$ cat src/rtl/adc_spi_responder.sv
// Emulates a CONVST-triggered 12-bit serial ADC. Samples come from an external
// source over a req/valid handshake; config bits arrive on DIN during the frame.
module adc_spi_responder #(
  parameter int SYNC_STAGES = 2,
  parameter int CONV_CYCLES = 80
) (
  input  logic        clk,
  input  logic        reset,
  input  logic        adc_cs,
  input  logic        adc_sclk,
  input  logic        adc_din,
  output logic        adc_dout,
  output logic        sample_req,
  output logic [2:0]  sample_chan,
  input  logic [11:0] sample_data,
  input  logic        sample_valid,
  output logic [5:0]  cfg_word,
  output logic        cfg_valid,
  output logic        busy,
  output logic        err_nodata,
  output logic        err_abort
);

  localparam logic [1:0] S_IDLE    = 2'd0;
  localparam logic [1:0] S_CONVERT = 2'd1;
  localparam logic [1:0] S_READY   = 2'd2;
  localparam logic [1:0] S_SHIFT   = 2'd3;
  localparam int CNT_W = (CONV_CYCLES > 1) ? $clog2(CONV_CYCLES) : 1;
  localparam logic [CNT_W-1:0] CNT_LOAD = CNT_W'(CONV_CYCLES - 1);
  localparam logic [5:0] CFG_RESET = 6'b100010;

  logic [2:0]       sync_q [SYNC_STAGES];
  logic             cs_prev_q, sclk_prev_q;
  logic             cs_s, sclk_s, din_s;
  logic             cs_rise, sclk_rise, sclk_fall, start;
  logic [1:0]       state_q, state_d;
  logic [CNT_W-1:0] cnt_q, cnt_d;
  logic [3:0]       bit_q, bit_d;
  logic [11:0]      result_q, result_d;
  logic [5:0]       shreg_q, shreg_d;
  logic [5:0]       cfg_q, cfg_d;
  logic [2:0]       chan_q, chan_d;
  logic             req_q, req_d;
  logic             cfg_vld_q, cfg_vld_d;
  logic             nodata_q, nodata_d;
  logic             abort_q, abort_d;

  always_ff @(posedge clk) begin
    if (reset) begin
      for (int i = 0; i < SYNC_STAGES; i++) sync_q[i] <= '0;
      cs_prev_q   <= 1'b0;
      sclk_prev_q <= 1'b0;
    end else begin
      sync_q[0] <= {adc_cs, adc_sclk, adc_din};
      for (int i = 1; i < SYNC_STAGES; i++) sync_q[i] <= sync_q[i-1];
      cs_prev_q   <= cs_s;
      sclk_prev_q <= sclk_s;
    end
  end

  assign {cs_s, sclk_s, din_s} = sync_q[SYNC_STAGES-1];
  assign cs_rise   = cs_s & ~cs_prev_q;
  assign sclk_rise = sclk_s & ~sclk_prev_q;
  assign sclk_fall = ~sclk_s & sclk_prev_q;
  assign start     = cs_rise & (state_q != S_CONVERT);

  always_comb begin
    state_d   = state_q;
    cnt_d     = cnt_q;
    bit_d     = bit_q;
    result_d  = result_q;
    shreg_d   = shreg_q;
    cfg_d     = cfg_q;
    chan_d    = chan_q;
    req_d     = req_q;
    cfg_vld_d = 1'b0;
    nodata_d  = 1'b0;
    abort_d   = 1'b0;
    if (start) begin
      // A CONVST edge outside CONVERT truncates any frame still in flight.
      state_d = S_CONVERT;
      cnt_d   = CNT_LOAD;
      req_d   = 1'b1;
      chan_d  = {cfg_q[3], cfg_q[2], cfg_q[4]};
      abort_d = (state_q != S_IDLE);
    end else begin
      case (state_q)
        S_CONVERT: begin
          // req_q stays high until a sample lands, so it doubles as "no sample yet".
          if (req_q && sample_valid) begin
            result_d = sample_data;
            req_d    = 1'b0;
          end
          if (cnt_q == '0) begin
            state_d = S_READY;
            if (req_q && !sample_valid) begin
              result_d = 12'hFFF;
              req_d    = 1'b0;
              nodata_d = 1'b1;
            end
          end else begin
            cnt_d = cnt_q - 1'b1;
          end
        end
        S_READY: begin
          if (!cs_s) begin
            state_d = S_SHIFT;
            bit_d   = '0;
          end
        end
        S_SHIFT: begin
          if (sclk_rise) begin
            if (bit_q < 4'd6) shreg_d = {shreg_q[4:0], din_s};
            bit_d = bit_q + 4'd1;
            if (bit_q == 4'd11) begin
              state_d   = S_IDLE;
              cfg_d     = shreg_q;
              cfg_vld_d = 1'b1;
            end
          end else if (sclk_fall) begin
            result_d = {result_q[10:0], 1'b0};
          end
        end
        default: ;
      endcase
    end
  end

  always_ff @(posedge clk) begin
    if (reset) begin
      state_q   <= S_IDLE;
      cnt_q     <= '0;
      bit_q     <= '0;
      result_q  <= '0;
      shreg_q   <= '0;
      cfg_q     <= CFG_RESET;
      chan_q    <= '0;
      req_q     <= 1'b0;
      cfg_vld_q <= 1'b0;
      nodata_q  <= 1'b0;
      abort_q   <= 1'b0;
    end else begin
      state_q   <= state_d;
      cnt_q     <= cnt_d;
      bit_q     <= bit_d;
      result_q  <= result_d;
      shreg_q   <= shreg_d;
      cfg_q     <= cfg_d;
      chan_q    <= chan_d;
      req_q     <= req_d;
      cfg_vld_q <= cfg_vld_d;
      nodata_q  <= nodata_d;
      abort_q   <= abort_d;
    end
  end

  // The result register shifts left on each SCLK fall, so bit 11 is the live output bit.
  assign adc_dout    = (state_q == S_SHIFT) & result_q[11];
  assign sample_req  = req_q;
  assign sample_chan = chan_q;
  assign cfg_word    = cfg_q;
  assign cfg_valid   = cfg_vld_q;
  assign busy        = (state_q != S_IDLE);
  assign err_nodata  = nodata_q;
  assign err_abort   = abort_q;

endmodule

$ cat config.mk
export PLATFORM = sky130hd
export DESIGN_NAME = adc_spi_responder
export DESIGN_NICKNAME = d
export VERILOG_FILES = /design/src/rtl/adc_spi_responder.sv
export SDC_FILE = /design/constraint.sdc
export NUM_CORES = 1
export LEC_CHECK = 0
export BUFFER_PORTS_ARGS = -buffer_cell sky130_fd_sc_hd__buf_2
export CAP_MARGIN = 10
export CORE_ASPECT_RATIO = 0.6
export CORE_MARGIN = 3
export CORE_UTILIZATION = 51
export CTS_CLUSTER_SIZE = 10
export DETAILED_ROUTE_END_ITERATION = 8
export GPL_ROUTABILITY_DRIVEN = 0
export GPL_TIMING_DRIVEN = 0
export PLACE_DENSITY_LB_ADDON = 0.05
export SETUP_SLACK_MARGIN = 0.1
export SYNTH_ARGS = -nofsm -noshare
export SYNTH_HDL_FRONTEND = slang
export SYNTH_SLANG_ARGS = --single-unit
$ cat constraint.sdc
create_clock -name clk -period 1.5 [get_ports clk]
set_clock_uncertainty 0.05 [all_clocks]
set_input_delay 0.15 -clock clk [delete_from_list [all_inputs] [get_ports clk]]
set_output_delay 0.15 -clock clk [all_outputs]
set_load 0.01 [all_outputs]
# After elaboration in Yosys (flattened, before gate mapping)

Memories as Yosys holds them, arrays and structs flattened.
Index checks and enable logic that the tools add are counted.

Add/subtract/negate cells: 2
Magnitude comparators: 1
Equal/unequal tests: 16
Muxes and demuxes: 30
Bitwise operators: 15
Reduce and logical (&&, ||, !) cells: 22

Operator list:

| kind                                                                         | number |
|---|---|
| 12-bit 2-to-1 mux                                                            | 5 |
| 12-bit one-hot mux with 2 select lines                                       | 1 |
| 7-bit 2-to-1 mux                                                             | 3 |
| 4-bit AND reduction                                                          | 4 |
| 2-bit inequality test, second input constant                                 | 7 |
| 3-bit inequality test, second input constant                                 | 4 |
| 1-bit 2-to-1 mux                                                             | 11 |
| 5-bit AND reduction                                                          | 2 |
| 2-bit 2-to-1 mux                                                             | 4 |
| 4-bit 2-to-1 mux                                                             | 2 |
| 1-bit NOT                                                                    | 8 |
| 4-bit one-hot mux with 2 select lines                                        | 1 |
| 2-bit nonzero test                                                           | 4 |
| 4-bit OR reduction                                                           | 2 |
| 7-bit logical NOT                                                            | 1 |
| 7-bit by 1-bit subtractor with 7-bit output, second input constant           | 1 |
| 3-bit 2-to-1 mux                                                             | 2 |
| 2-bit one-hot mux with 3 select lines                                        | 1 |
| 1-bit bitwise AND                                                            | 5 |
| 4-bit by 1-bit adder with 4-bit output, second input constant                | 1 |
| 2-bit == test, second input constant                                         | 2 |
| 4-bit == test, second input constant                                         | 1 |
| 4-bit by 3-bit less-than comparator with 1-bit output, second input constant | 1 |
| 2-bit AND reduction                                                          | 2 |
| 8 further kinds                                                              | 11 |

Register bits: 46
Bits in writable memories: 6
Input port bits: 18
Word-level logic and storage cells: 102
Memories kept: 1

Memory list:

| name   | depth | width | rd ports | clocked after memory_dff | write ports | RTL line | text |
|---|---|---|---|---|---|---|---|
| sync_q | 2     | 3     | 2        | 0                        | 2           | 32       | `logic [2:0] sync_q [SYNC_STAGES];` |

# Depth between registers and ports, before layout

Gate-level depths: netlist of the first run.

Word-level depth: 6
Gate-level depth with buffers: 7
Depth with buffers taken out: 6

# Worst setup path before layout of the first run

OpenSTA, ideal clock, no wires.

Path type: register -> register
Start: register cnt_q[5]
End: register result_q[10]
Setup time: 68 ps
Data arrival time: 1528 ps
Setup slack: -146 ps
Cell stages (with the launch flop): 6
Buffers on the path: 1
Clock period less this slack: 1646 ps
Cell sequence: dfxtp_1 > or4_4 > o41ai_4 > buf_6 > a21oi_1 > o2bb2ai_2

Word-level cells in the longest chain between the ends: 3

RTL lines:

| element                                | RTL line | text |
|---|---|---|
| start: declaration                     | 37       | `logic [CNT_W-1:0] cnt_q, cnt_d;` |
| start signal: assignment               | 144      | `cnt_q <= cnt_d;` |
| 7-bit logical NOT                      | 94       | `if (cnt_q == '0) begin` |
| 12-bit 2-to-1 mux                      | 94       |  |
| 12-bit one-hot mux with 2 select lines | 87       | `case (state_q)` |
| end signal: assignment                 | 146      | `result_q <= result_d;` |
| end: declaration                       | 39       | `logic [11:0] result_q, result_d;` |

No other way between the ends.
A chain may end at the register's enable or synchronous reset.

# Worst setup path after layout of the first run

Start: register cnt_q[2]
End: register cnt_q[6]

Word-level cells in the longest chain between the ends: 4
Elaborated cells on any way between the ends: 7
Classes of those cells: 1 x add/sub; 1 x eq/ne; 3 x mux; 2 x reduce/logical

RTL lines:

| element                                     | RTL line | text |
|---|---|---|
| 7-bit by 1-bit subtractor with 7-bit output | 102      | `cnt_d = cnt_q - 1'b1;` |
| 7-bit 2-to-1 mux                            | 94       |  |
| 7-bit 2-to-1 mux                            | 87       |  |
| 7-bit 2-to-1 mux                            | 79       | `if (start) begin` |

Parallel ways exist; a longest one is shown, timed or not. The select of a mux whose other input is x is not followed.

==> results of run 1 <==
==> registers in the layout, indices dropped and copies added (netlist names) <==
signal / flops
sample_chan: 3
bit_q: 4
sync_q: 6
sample_req: 1
shreg_q: 6
err_abort: 1
cnt_q: 7
cs_prev_q: 1
result_q: 12
sclk_prev_q: 1
cfg_valid: 1
cfg_word: 6
err_nodata: 1
state_q: 2
==> worst paths after layout <==
kind,from,to,cells after the start
max,cnt_q[2]$_SDFFE_PP0P_,cnt_q[6]$_SDFFE_PP0P_,4
min,adc_cs,sync_q[0][2]$_SDFF_PP0_,2
max reg2reg,cnt_q[2]$_SDFFE_PP0P_,cnt_q[6]$_SDFFE_PP0P_,4
min reg2reg,sync_q[0][2]$_SDFF_PP0_,sync_q[0][5]$_SDFF_PP0_,1
==> per-layer routing <==
metal  GRT usage (%)  vias up
met2            32.3       77
met4            8.14        0
met5               0        -
li1                -      994
met1            32.4      967
met3            5.06       12
==> logic make-up (layout without fill, tap and decap cells) <==
group,Yosys count,after routing
flops,52,52
mux,11,11
fa+ha+maj,3,3
buf+inv,21,86
xor+xnor,1,1
compound gates,70,70
simple gates,80,80
==> final cells by class <==
| cell class | count | share of cell area (%) |
|---|---|---|
| tap | 60 | 2.37 |
| timing repair buffer | 58 | 13.1 |
| multi-input combinational | 165 | 43.3 |
| clock buffer | 6 | 2.61 |
| clock inverter | 2 | 0.316 |
| buffer | 13 | 3.95 |
| sequential | 52 | 33.6 |
| inverter | 7 | 0.830 |
==> repair_timing <==
item,in CTS,in global routing
resized for setup,42,35
setup buffers,19,7
cloned,1,0
hold endpoints to repair,2,0
endpoints found under the setup margin,44,38
hold buffers,2,0
pin swaps,16,10
==> cell usage in the layout (no fill, tap or decap), types with 2 or more instances in the layout <==
| cell type | Yosys | routed |
|---|---|---|
| nand2b_1 | 5 | 2 |
| a31oi_1 | 2 | 2 |
| dfxtp_2 | 0 | 9 |
| o21ai_0 | 5 | 5 |
| nand4b_1 | 2 | 2 |
| nor3_1 | 8 | 6 |
| clkbuf_8 | 3 | 10 |
| nor2b_4 | 0 | 2 |
| nor4b_1 | 4 | 3 |
| nand3b_1 | 2 | 2 |
| dlygate4sd3_1 | 0 | 2 |
| buf_4 | 0 | 17 |
| ha_4 | 0 | 2 |
| dfxtp_1 | 52 | 40 |
| buf_2 | 2 | 29 |
| a21oi_1 | 36 | 26 |
| nor2_1 | 18 | 17 |
| buf_6 | 1 | 11 |
| clkinv_2 | 0 | 2 |
| nor4_2 | 0 | 2 |
| nand3_1 | 4 | 4 |
| nor2b_1 | 11 | 8 |
| nand2_1 | 14 | 12 |
| o2bb2ai_2 | 10 | 10 |
| inv_2 | 0 | 2 |
| a211oi_1 | 3 | 2 |
| clkbuf_1 | 7 | 4 |
| inv_1 | 7 | 5 |
| nand2b_4 | 0 | 3 |
| a21oi_2 | 1 | 11 |
| dfxtp_4 | 0 | 3 |
| mux2i_1 | 11 | 11 |
| nor3_2 | 0 | 2 |
==> stage by stage <==
| step | cell area (sq um) | total power (W) | setup slack, ps | instances |
|---|---|---|---|---|
| CTS | 2980 | 0.00281 | -211 | 359 |
| global placement | 2550 | 0.00188 | -299 | 329 |
| global route | 3170 | 0.00300 | -281 | 363 |
| floorplan | 2320 | 0.00177 | -142 | 238 |
| finish | 3170 | 0.00289 | -233 | 363 |
| detailed placement | 2550 | 0.00188 | -323 | 329 |
==> where the power goes <==
part           switching, W  total, W  internal [W]
Combinational      0.000326  0.000594      0.000268
Sequential        0.0000406   0.00146       0.00142
Clock              0.000469  0.000838      0.000369
Total              0.000835   0.00289       0.00206
==> metrics.md, run 1 <==
| Metric | Value |
|---|---|
| Distinct cells, synth | 48 |
| Register-to-register setup slack | -230 ps |
| First-pass GRT wire length | ~9.3 mm |
| Initial drt markers | 115 |
| Core Area | 4230 sq um |
| Worst min-delay path class | in -> reg |
| Vias per cell | 5.65 |
| Yosys reg bits | 52 |
| Met1 wire length | 3.01 mm |
| Simple logic cell fraction of the synthesized area | 19.5% |
| Failing checks | setup timing |
| Setup total negative slack | -2850 ps |
| Final #Nets | 323 |
| Arr. time, crit path | 1940 ps |
| Critical path buffers and inverters | 1 |
| Crit. End Element | register |
| Max Clk Rate | 577 MHz |
| Critical path class | reg -> reg |
| Cell chain of the critical path | or4_4 -> buf_4 -> or4_1 -> a31oi_1 |
| WL met3 | 357 um |
| Req. time, crit path | 1700 ps |
| Slew margin rel. | 58.9% |
| TritonCTS buffer count | 5 |
| Die Width | a little over 90 um |
| Mapped Avg Cell Area | slightly below 10 sq um |
| Syn Std Cell Area | between 2000 and 2500 sq um |
| Post-synth ARST share | 0% |
| Final worst setup slack | -233 ps |
| Grt total ovfl | 0 |
| Post-Synth Adder-Cell Area | between 1.5 and 2% |
| WL met2 | 2.55 mm |
| Mapped Cells | 238 |
| IO Pins | 33 |
| Final hold violation count | 0 |
| Top Metal Used | met4 |
| RSZ-0062 raised after global routing | yes |
| CP max stage delay | approximately 570 ps |
| Most frequent cells after synthesis | 52 x dfxtp_1, 36 x a21oi_1, 18 x nor2_1, 14 x nand2_1 |
| FF+latch area | 1060 sq um |
| Max-Cap Viols | 0 |
| # setup viols final | 21 |
| Family with the most delay on the worst path | simple AND/OR/NAND/NOR gates |
| Die area | 5390 sq um |
| Detail Placement HPWL | 3.60 mm |
| Area contributors post-synth | dfxtp_1 45%, a21oi_1 7.8%, o2bb2ai_2 6.5% |
| Worst-Margin Slew | 617 ps |
| Utilization after layout | between 70% and 80% |
| Post-Route WL | 6.01 mm |
| Synth warn | 0 |
| Vias post-DR | between 2k and 2.5k |
| Post-route ant nets | 0 |
| Chip Height | 58.1 um |
| Initial antenna violation count | 0 |
| Final period demand of the worst path | 1730 ps |
| Hold slack final | 19.1 ps |
| Vias in the first global route | between 1.5k and 2k |
| Drt first pass iters | 4 |
| H-tree depth | 2 |
| CTS tree | done |
| Average wire per standard cell | 16.5 um |
| Max Root-Sink Buffers | 2 |
| Ys flop type | dfxtp_1 |
| # DRC | 0 |
| Mux contribution to synthesized area | 4.78% |
| VDD IR max | 0.753 mV |
| Run status | finished, violations left |
| Worst-skew pair later-pin latency | 320 ps |
| Largest area contributor in the netlist | dfxtp_1 |
| Slew Limit Fails | 0 |
| Final Cycle Share | 116% |
| Worst path slowest cell | or4_4 |
| Final antenna diode count | 0 |
| CP startpoint kind | register |
| Initial core utilization | ~54% |
| Multi-input logic area | 1370 sq um |
| Pin count of the biggest net entering global routing | 16 |
| Share of the synthesized area in the top cell type | 45.2% |
| Clk root buf | clkbuf_8 |
| Sink Count | 52 |
| Fillers | 314 |
| Row count | 18 |
| Crit-path max FO | 3 |
| Reg clk slew, reported paths | 100 ps |
| Port Buf Inserts | 31 |
| Power per cell area | 914 nW/um^2 |
| Most frequent cell after synthesis | dfxtp_1 |
| GRT Util Overall | 22.3% |
| Syn_nets | ~260 |
| Synth Area in Compound Gates | 23.0% |
| Leak | 1.22 nW |
| Seq/Total Area, Yosys | 45.2% |
| XOR/XNOR Fraction of Synth Area | 0.380% |
| Share of layout cells above drive strength 1 | a little under half |
| Synth-to-Final Area Change | 37.5% |
| Number of synthesized flops with an enable pin | 0 |
| Main combinational cell family by area after synthesis | compound AO/OA/AOI/OAI gates |
No activity file was read; power rests on OpenSTA's default activity.
==> inputs of run 2 (changes only) <==
HOLD_SLACK_MARGIN = 0.03   (was not set)
==> metrics.md, run 2 (synthesis results as in run 1) <==
| Metric | Value |
|---|---|
| Run status | finished, violations left (unchanged) |
| Failing checks | setup timing (unchanged) |
| Req. time, crit path | 1700 ps (about the same) |
| Port Buf Inserts | 31 (unchanged) |
| Max Clk Rate | 576 MHz (was 577 MHz) |
| Vias in the first global route | 1910 (was 1892) |
| Core Area | 4230 sq um (unchanged) |
| VDD IR max | 0.749 mV (was 0.753 mV) |
| Reg clk slew, reported paths | 90 ps (was 100 ps) |
| # setup viols final | 23 (was 21) |
| Final Cycle Share | 116% (about the same) |
| Die area | 5390 sq um (unchanged) |
| Final period demand of the worst path | 1740 ps (was 1730 ps) |
| Grt total ovfl | 0 (unchanged) |
| R2r startpoint | cnt_q[3]$_SDFFE_PP0P_ (was cnt_q[2]$_SDFFE_PP0P_) |
| Biggest register | result_q (unchanged) |
| CTS tree | done (unchanged) |
| IO Pins | 33 (unchanged) |
| Met1 Resource Use GR | 32.7% (was 32.4%) |
| Final hold violation count | 0 (unchanged) |
| TritonCTS buffer count | 5 (unchanged) |
| Drt first pass iters | 4 (unchanged) |
| Post-route ant nets | 0 (unchanged) |
| Vias post-DR | 2083 (was 2050) |
| CP endpoint | cnt_q[6]$_SDFFE_PP0P_ (unchanged) |
| Crit. End Element | register (unchanged) |
| Fillers | 304 (was 314) |
| Slew Limit Fails | 0 (unchanged) |
| Worst-skew pair later-pin latency | 310 ps (was 320 ps) |
| Initial core utilization | 54.4% (unchanged) |
| Global route hottest layer | met2 (was met1) |
| Leak | 1.23 nW (was 1.22 nW) |
| Max Root-Sink Buffers | 2 (unchanged) |
| Crit path launch | cnt_q[3]$_SDFFE_PP0P_ (was cnt_q[2]$_SDFFE_PP0P_) |
| Worst-Margin Slew | 590 ps (was 617 ps) |
| Final #Nets | 327 (was 323) |
| Chip Height | 58.1 um (unchanged) |
| Average wire per standard cell | 16.6 um (was 16.5 um) |
| CP startpoint kind | register (unchanged) |
| Vias per cell | 5.68 (was 5.65) |
| Met3 Usage GRT | 4.67% (was 5.06%) |
| Power per cell area | 904 nW/um^2 (was 914 nW/um^2) |
| Final worst setup slack | -236 ps (was -233 ps) |
| Row count | 18 (unchanged) |
| Power Total | 0.00290 W (was 0.00289 W) |
| Slew margin rel. | 60.7% (was 58.9%) |
| Crit-path max FO | 6 (was 3) |
| Clk root buf | clkbuf_8 (unchanged) |
| Initial antenna violation count | 0 (unchanged) |
| Arr. time, crit path | 1930 ps (was 1940 ps) |
| Max-Cap Viols | 0 (unchanged) |
| Max reg flops | 12 (unchanged) |
| First-pass GRT wire length | 9.38 mm (was 9.30 mm) |
| Most frequent cells in the layout | 40 x dfxtp_1, 29 x buf_2, 26 x a21oi_1 (unchanged) |
| Most common cell after layout, fill and taps aside | dfxtp_1 (unchanged) |
| Share of layout cells above drive strength 1 | 44.6% (was 45.2%) |
| Worst min-delay path class | in -> reg (unchanged) |
| Die Width | 92.8 um (unchanged) |
| Sink Count | 52 (unchanged) |
| Post-place instance area | 2550 sq um (unchanged) |
| Reg2Reg Depth | 4 (unchanged) |
| Top Registers | result_q x12, cnt_q x7 (unchanged) |
| # DRC | 0 (unchanged) |
| Post-route cell area | 3210 sq um (was 3170 sq um) |
| Critical path class | reg -> reg (unchanged) |
| Post-Route WL | 6.09 mm (was 6.01 mm) |
| RSZ-0062 raised after global routing | yes (unchanged) |
| H-tree depth | 2 (unchanged) |
| Met2 GRT Util | 32.8% (was 32.3%) |
| GRT Util Overall | 22.4% (was 22.3%) |
| Pin count of the biggest net entering global routing | 16 (unchanged) |
| Synth-to-Final Area Change | 39.2% (was 37.5%) |
| Initial drt markers | 91 (was 115) |
| Register-to-register setup slack | -240 ps (was -230 ps) |
| Reg2reg end | cnt_q[6]$_SDFFE_PP0P_ (unchanged) |
| Detail Placement HPWL | 3.60 mm (unchanged) |
| Final antenna diode count | 0 (unchanged) |
run 2: changes by cell type in the layout (fill, tap and decap cells not counted):
cell	delta
dlygate4sd3_1	+4
run 2: how the worst min path moves through the flow:
stage | start | to | slack [ps] | cells past startpoint
3_5_place_dp | adc_din | sync_q[0][0]$_SDFF_PP0_ | 310 | 2
4_1_cts | sample_data[8] | result_q[8]$_SDFFE_PP0P_ | 30 | 3
2_1_floorplan | sample_valid | err_nodata$_SDFF_PP0_ | 180 | 1
6_report | sample_data[8] | result_q[8]$_SDFFE_PP0P_ | 30 | 3
3_3_place_gp | adc_cs | sync_q[0][2]$_SDFF_PP0_ | 310 | 2
5_1_grt | sample_data[4] | result_q[4]$_SDFFE_PP0P_ | 40 | 3
run 2: worst max-delay path, stage by stage, from the launching register on:
cell     delay [ps]
dfxtp_1         390
or4_4           540
buf_4           160
or4_1           400
a31oi_1         130
run 2: area by class of cell:
cell class,instances,area (sq um),area share [%]
plain buffers,13,125,3.90
clock buffers,6,82.6,2.58
clock inverters,2,10.0,0.312
inverters,7,26.3,0.819
multi-input cells,165,1370,42.7
flip-flops and latches,52,1060,33.2
well taps,60,75.1,2.34
repair buffers,62,454,14.2
run 2: stage by stage:
step | TNS [ps] | hold slack (ps) | utilization (%) | setup WS (ps) | std cells
2_1_floorplan | -1430 | 179 | - | -142 | 238
3_3_place_gp | -5170 | 308 | 60.3 | -299 | 329
3_5_place_dp | -5820 | 313 | 60.3 | -323 | 329
4_1_cts | -3460 | 31.0 | 71.4 | -211 | 363
5_1_grt | -4660 | 41.3 | 75.7 | -281 | 367
6_report | -2900 | 34.6 | 75.7 | -236 | 367
run 2: power by group:
part	total, W	leakage (nW)	switching (W)	internal (W)
sequential	0.00146	0.428	0.0000404	0.00142
clock	0.000833	0.0510	0.000464	0.000369
combinational	0.000604	0.753	0.000329	0.000275
run 2: layer usage:
| metal | share of wire [%] | wire length, um |
|---|---|---|
| met3 | 5.8 | 352 |
| met4 | 1.7 | 101 |
| met1 | 50 | 3020 |
| met2 | 43 | 2610 |
| met5 | 0 | 0 |
run 2: repair_timing:
| item | in CTS | in global routing |
|---|---|---|
| cloned | 1 | 0 |
| endpoints found under the setup margin | 44 | 38 |
| gates resized for setup | 42 | 35 |
| hold buffers | 6 | 0 |
| pin swaps | 16 | 10 |
| buffers inserted | 19 | 7 |
| hold endpoints to repair | 6 | 0 |
==> inputs of run 3 (changes only) <==
CORE_ASPECT_RATIO = 0.8   (was 0.6)
==> metrics.md, run 3 (synthesis results as in run 1) <==
| Metric | Value |
|---|---|
| Max-Cap Viols | 0 (unchanged) |
| CP max stage delay | 560 ps (was 540 ps) |
| Crit-path max FO | 4 (was 6) |
| Die Width | 81.1 um (was 92.8 um) |
| Final #Nets | 323 (was 327) |
| IO Pins | 33 (unchanged) |
| Post-route ant nets | 0 (unchanged) |
| Vias in the first global route | 1944 (was 1910) |
| Crit. End Element | register (unchanged) |
| Worst-Margin Slew | 645 ps (was 590 ps) |
| Initial drt markers | 157 (was 91) |
| Dpl ws | -265 ps (was -323 ps) |
| Biggest register | result_q (unchanged) |
| Grt total ovfl | 0 (unchanged) |
| Global route hottest layer | met2 (unchanged) |
| Final Cycle Share | 117% (was 116%) |
| Inst Count DP | 326 (was 329) |
| RSZ-0062 raised after global routing | yes (unchanged) |
| H-tree depth | 2 (unchanged) |
| Pin count of the biggest net entering global routing | 16 (unchanged) |
| Max Root-Sink Buffers | 2 (unchanged) |
| Cell chain of the critical path | or4_4 -> buf_6 -> or4_4 -> a31oi_1 (was or4_4 -> buf_4 -> or4_1 -> a31oi_1) |
| CTS tree | done (unchanged) |
| VDD IR max | 0.604 mV (was 0.749 mV) |
| Leak | 1.24 nW (was 1.23 nW) |
| Failing checks | setup timing (unchanged) |
| Arr. time, crit path | 1930 ps (about the same) |
| Vias post-DR | 2086 (was 2083) |
| Final period demand of the worst path | 1750 ps (was 1740 ps) |
| WHS Path Cells | 3 (unchanged) |
| Most frequent cells in the layout | 40 x dfxtp_1, 30 x buf_2, 25 x a21oi_1 (was 40 x dfxtp_1, 29 x buf_2, 26 x a21oi_1) |
| Worst-skew pair later-pin latency | 310 ps (about the same) |
| Crit path top cell by count | or4_4 |
| Final cell count without fillers | 360 (was 367) |
| Die area | 5360 sq um (was 5390 sq um) |
| Row count | 21 (was 18) |
| Reg clk slew, reported paths | 90 ps (about the same) |
| TritonCTS buffer count | 5 (unchanged) |
| Synth-to-Final Area Change | 38.2% (was 39.2%) |
| Crit. path cell count | 4 (unchanged) |
| CP startpoint kind | register (unchanged) |
| Drt first pass iters | 4 (unchanged) |
| Port Buf Inserts | 31 (unchanged) |
| Most common cell after layout, fill and taps aside | dfxtp_1 (unchanged) |
| First-pass GRT wire length | 9.30 mm (was 9.38 mm) |
| Met3 Usage GRT | 5.31% (was 4.67%) |
| Sink Count | 52 (unchanged) |
| Max reg flops | 12 (unchanged) |
| Core Area | 4260 sq um (was 4230 sq um) |
| Critical path buffers and inverters | 1 (unchanged) |
| Final antenna diode count | 0 (unchanged) |
| Initial antenna violation count | 0 (unchanged) |
| Initial core utilization | 54.1% (was 54.4%) |
| Detail Placement HPWL | 3.49 mm (was 3.60 mm) |
| # setup viols final | 27 (was 23) |
| Critical path class | reg -> reg (unchanged) |
| GRT Util Overall | 22.8% (was 22.4%) |
| Family with the most delay on the worst path | simple AND/OR/NAND/NOR gates (unchanged) |
| Utilization after layout | 74.8% (was 75.7%) |
| Met2 GRT Util | 37.0% (was 32.8%) |
| Req. time, crit path | 1680 ps (was 1700 ps) |
| Met1 Resource Use GR | 29.7% (was 32.7%) |
| Vias per cell | 5.79 (was 5.68) |
| Power per cell area | 906 nW/um^2 (was 904 nW/um^2) |
| Slew margin rel. | 57.0% (was 60.7%) |
| Worst path slowest cell | or4_4 (unchanged) |
| Chip Height | 66.1 um (was 58.1 um) |
| Final worst setup slack | -250 ps (was -236 ps) |
| Run status | finished, violations left (unchanged) |
| Worst min-delay path class | in -> reg (unchanged) |
| Max Clk Rate | 572 MHz (was 576 MHz) |
| Post-Route WL | 6.08 mm (was 6.09 mm) |
| Slew Limit Fails | 0 (unchanged) |
| Reg2Reg Depth | 4 (unchanged) |
| Average wire per standard cell | 16.9 um (was 16.6 um) |
| # DRC | 0 (unchanged) |
| Final hold violation count | 0 (unchanged) |
| Share of layout cells above drive strength 1 | 43.9% (was 44.6%) |
| Clk root buf | clkbuf_8 (unchanged) |
| Top Registers | result_q x12, cnt_q x7 (unchanged) |
## run 3: final timing paths
| path | startpoint | endpoint | slack (ps) |
|---|---|---|---|
| setup / recovery | cnt_q[5]$_SDFFE_PP0P_ | cnt_q[6]$_SDFFE_PP0P_ | -250 |
| hold / removal | sample_data[6] | result_q[6]$_SDFFE_PP0P_ | 30 |
| setup reg to reg | cnt_q[5]$_SDFFE_PP0P_ | cnt_q[6]$_SDFFE_PP0P_ | -250 |
| hold reg to reg | sync_q[0][1]$_SDFF_PP0_ | sync_q[0][4]$_SDFF_PP0_ | 390 |
## run 3: worst reg2reg max path: cells and delay by family (launching register included)
family | cells | cell delay, ps
simple gates | 2 | 960
flops | 1 | 340
compound gates | 1 | 180
buf+inv | 1 | 150
## run 3: repair_timing
action,CTS,global route
endpoints found under the setup margin,44,40
hold buffers,3,0
gates resized for setup,47,31
pin swaps,20,9
gates cloned,1,0
hold endpoints to repair,3,0
buffers inserted,21,2
## run 3: where the power goes
group | switching [W] | internal, W
logic | 0.000311 | 0.000280
registers | 0.0000423 | 0.00142
clock network | 0.000456 | 0.000369
total | 0.000809 | 0.00207
## run 3: cell type report
| cell class | count | area [sq um] |
|---|---|---|
| buffer | 13 | 119 |
| clock buffer | 6 | 82.6 |
| clock inverter | 2 | 10.0 |
| fill | 308 | 1070 |
| inverter | 7 | 26.3 |
| multi-input combinational | 165 | 1380 |
| sequential | 52 | 1070 |
| tap | 57 | 71.3 |
| timing repair buffer | 58 | 432 |
## run 3: metrics by stage
step | area [sq um] | setup TNS (ps) | hold WS, ps | power [W]
6_report | 3180 | -3840 | 34.2 | 0.00288
5_1_grt | 3180 | -5740 | 34.2 | 0.00301
4_1_cts | 3050 | -3610 | 39.6 | 0.00282
3_5_place_dp | 2550 | -5100 | 317 | 0.00188
3_3_place_gp | 2550 | -4730 | 306 | 0.00187
2_1_floorplan | 2320 | -1430 | 179 | 0.00177
## run 3: routing by layer
layer	wire, um	share of wire, %
met5	0	0
met4	97	1.6
met3	309	5.1
met2	2960	49
met1	2710	45
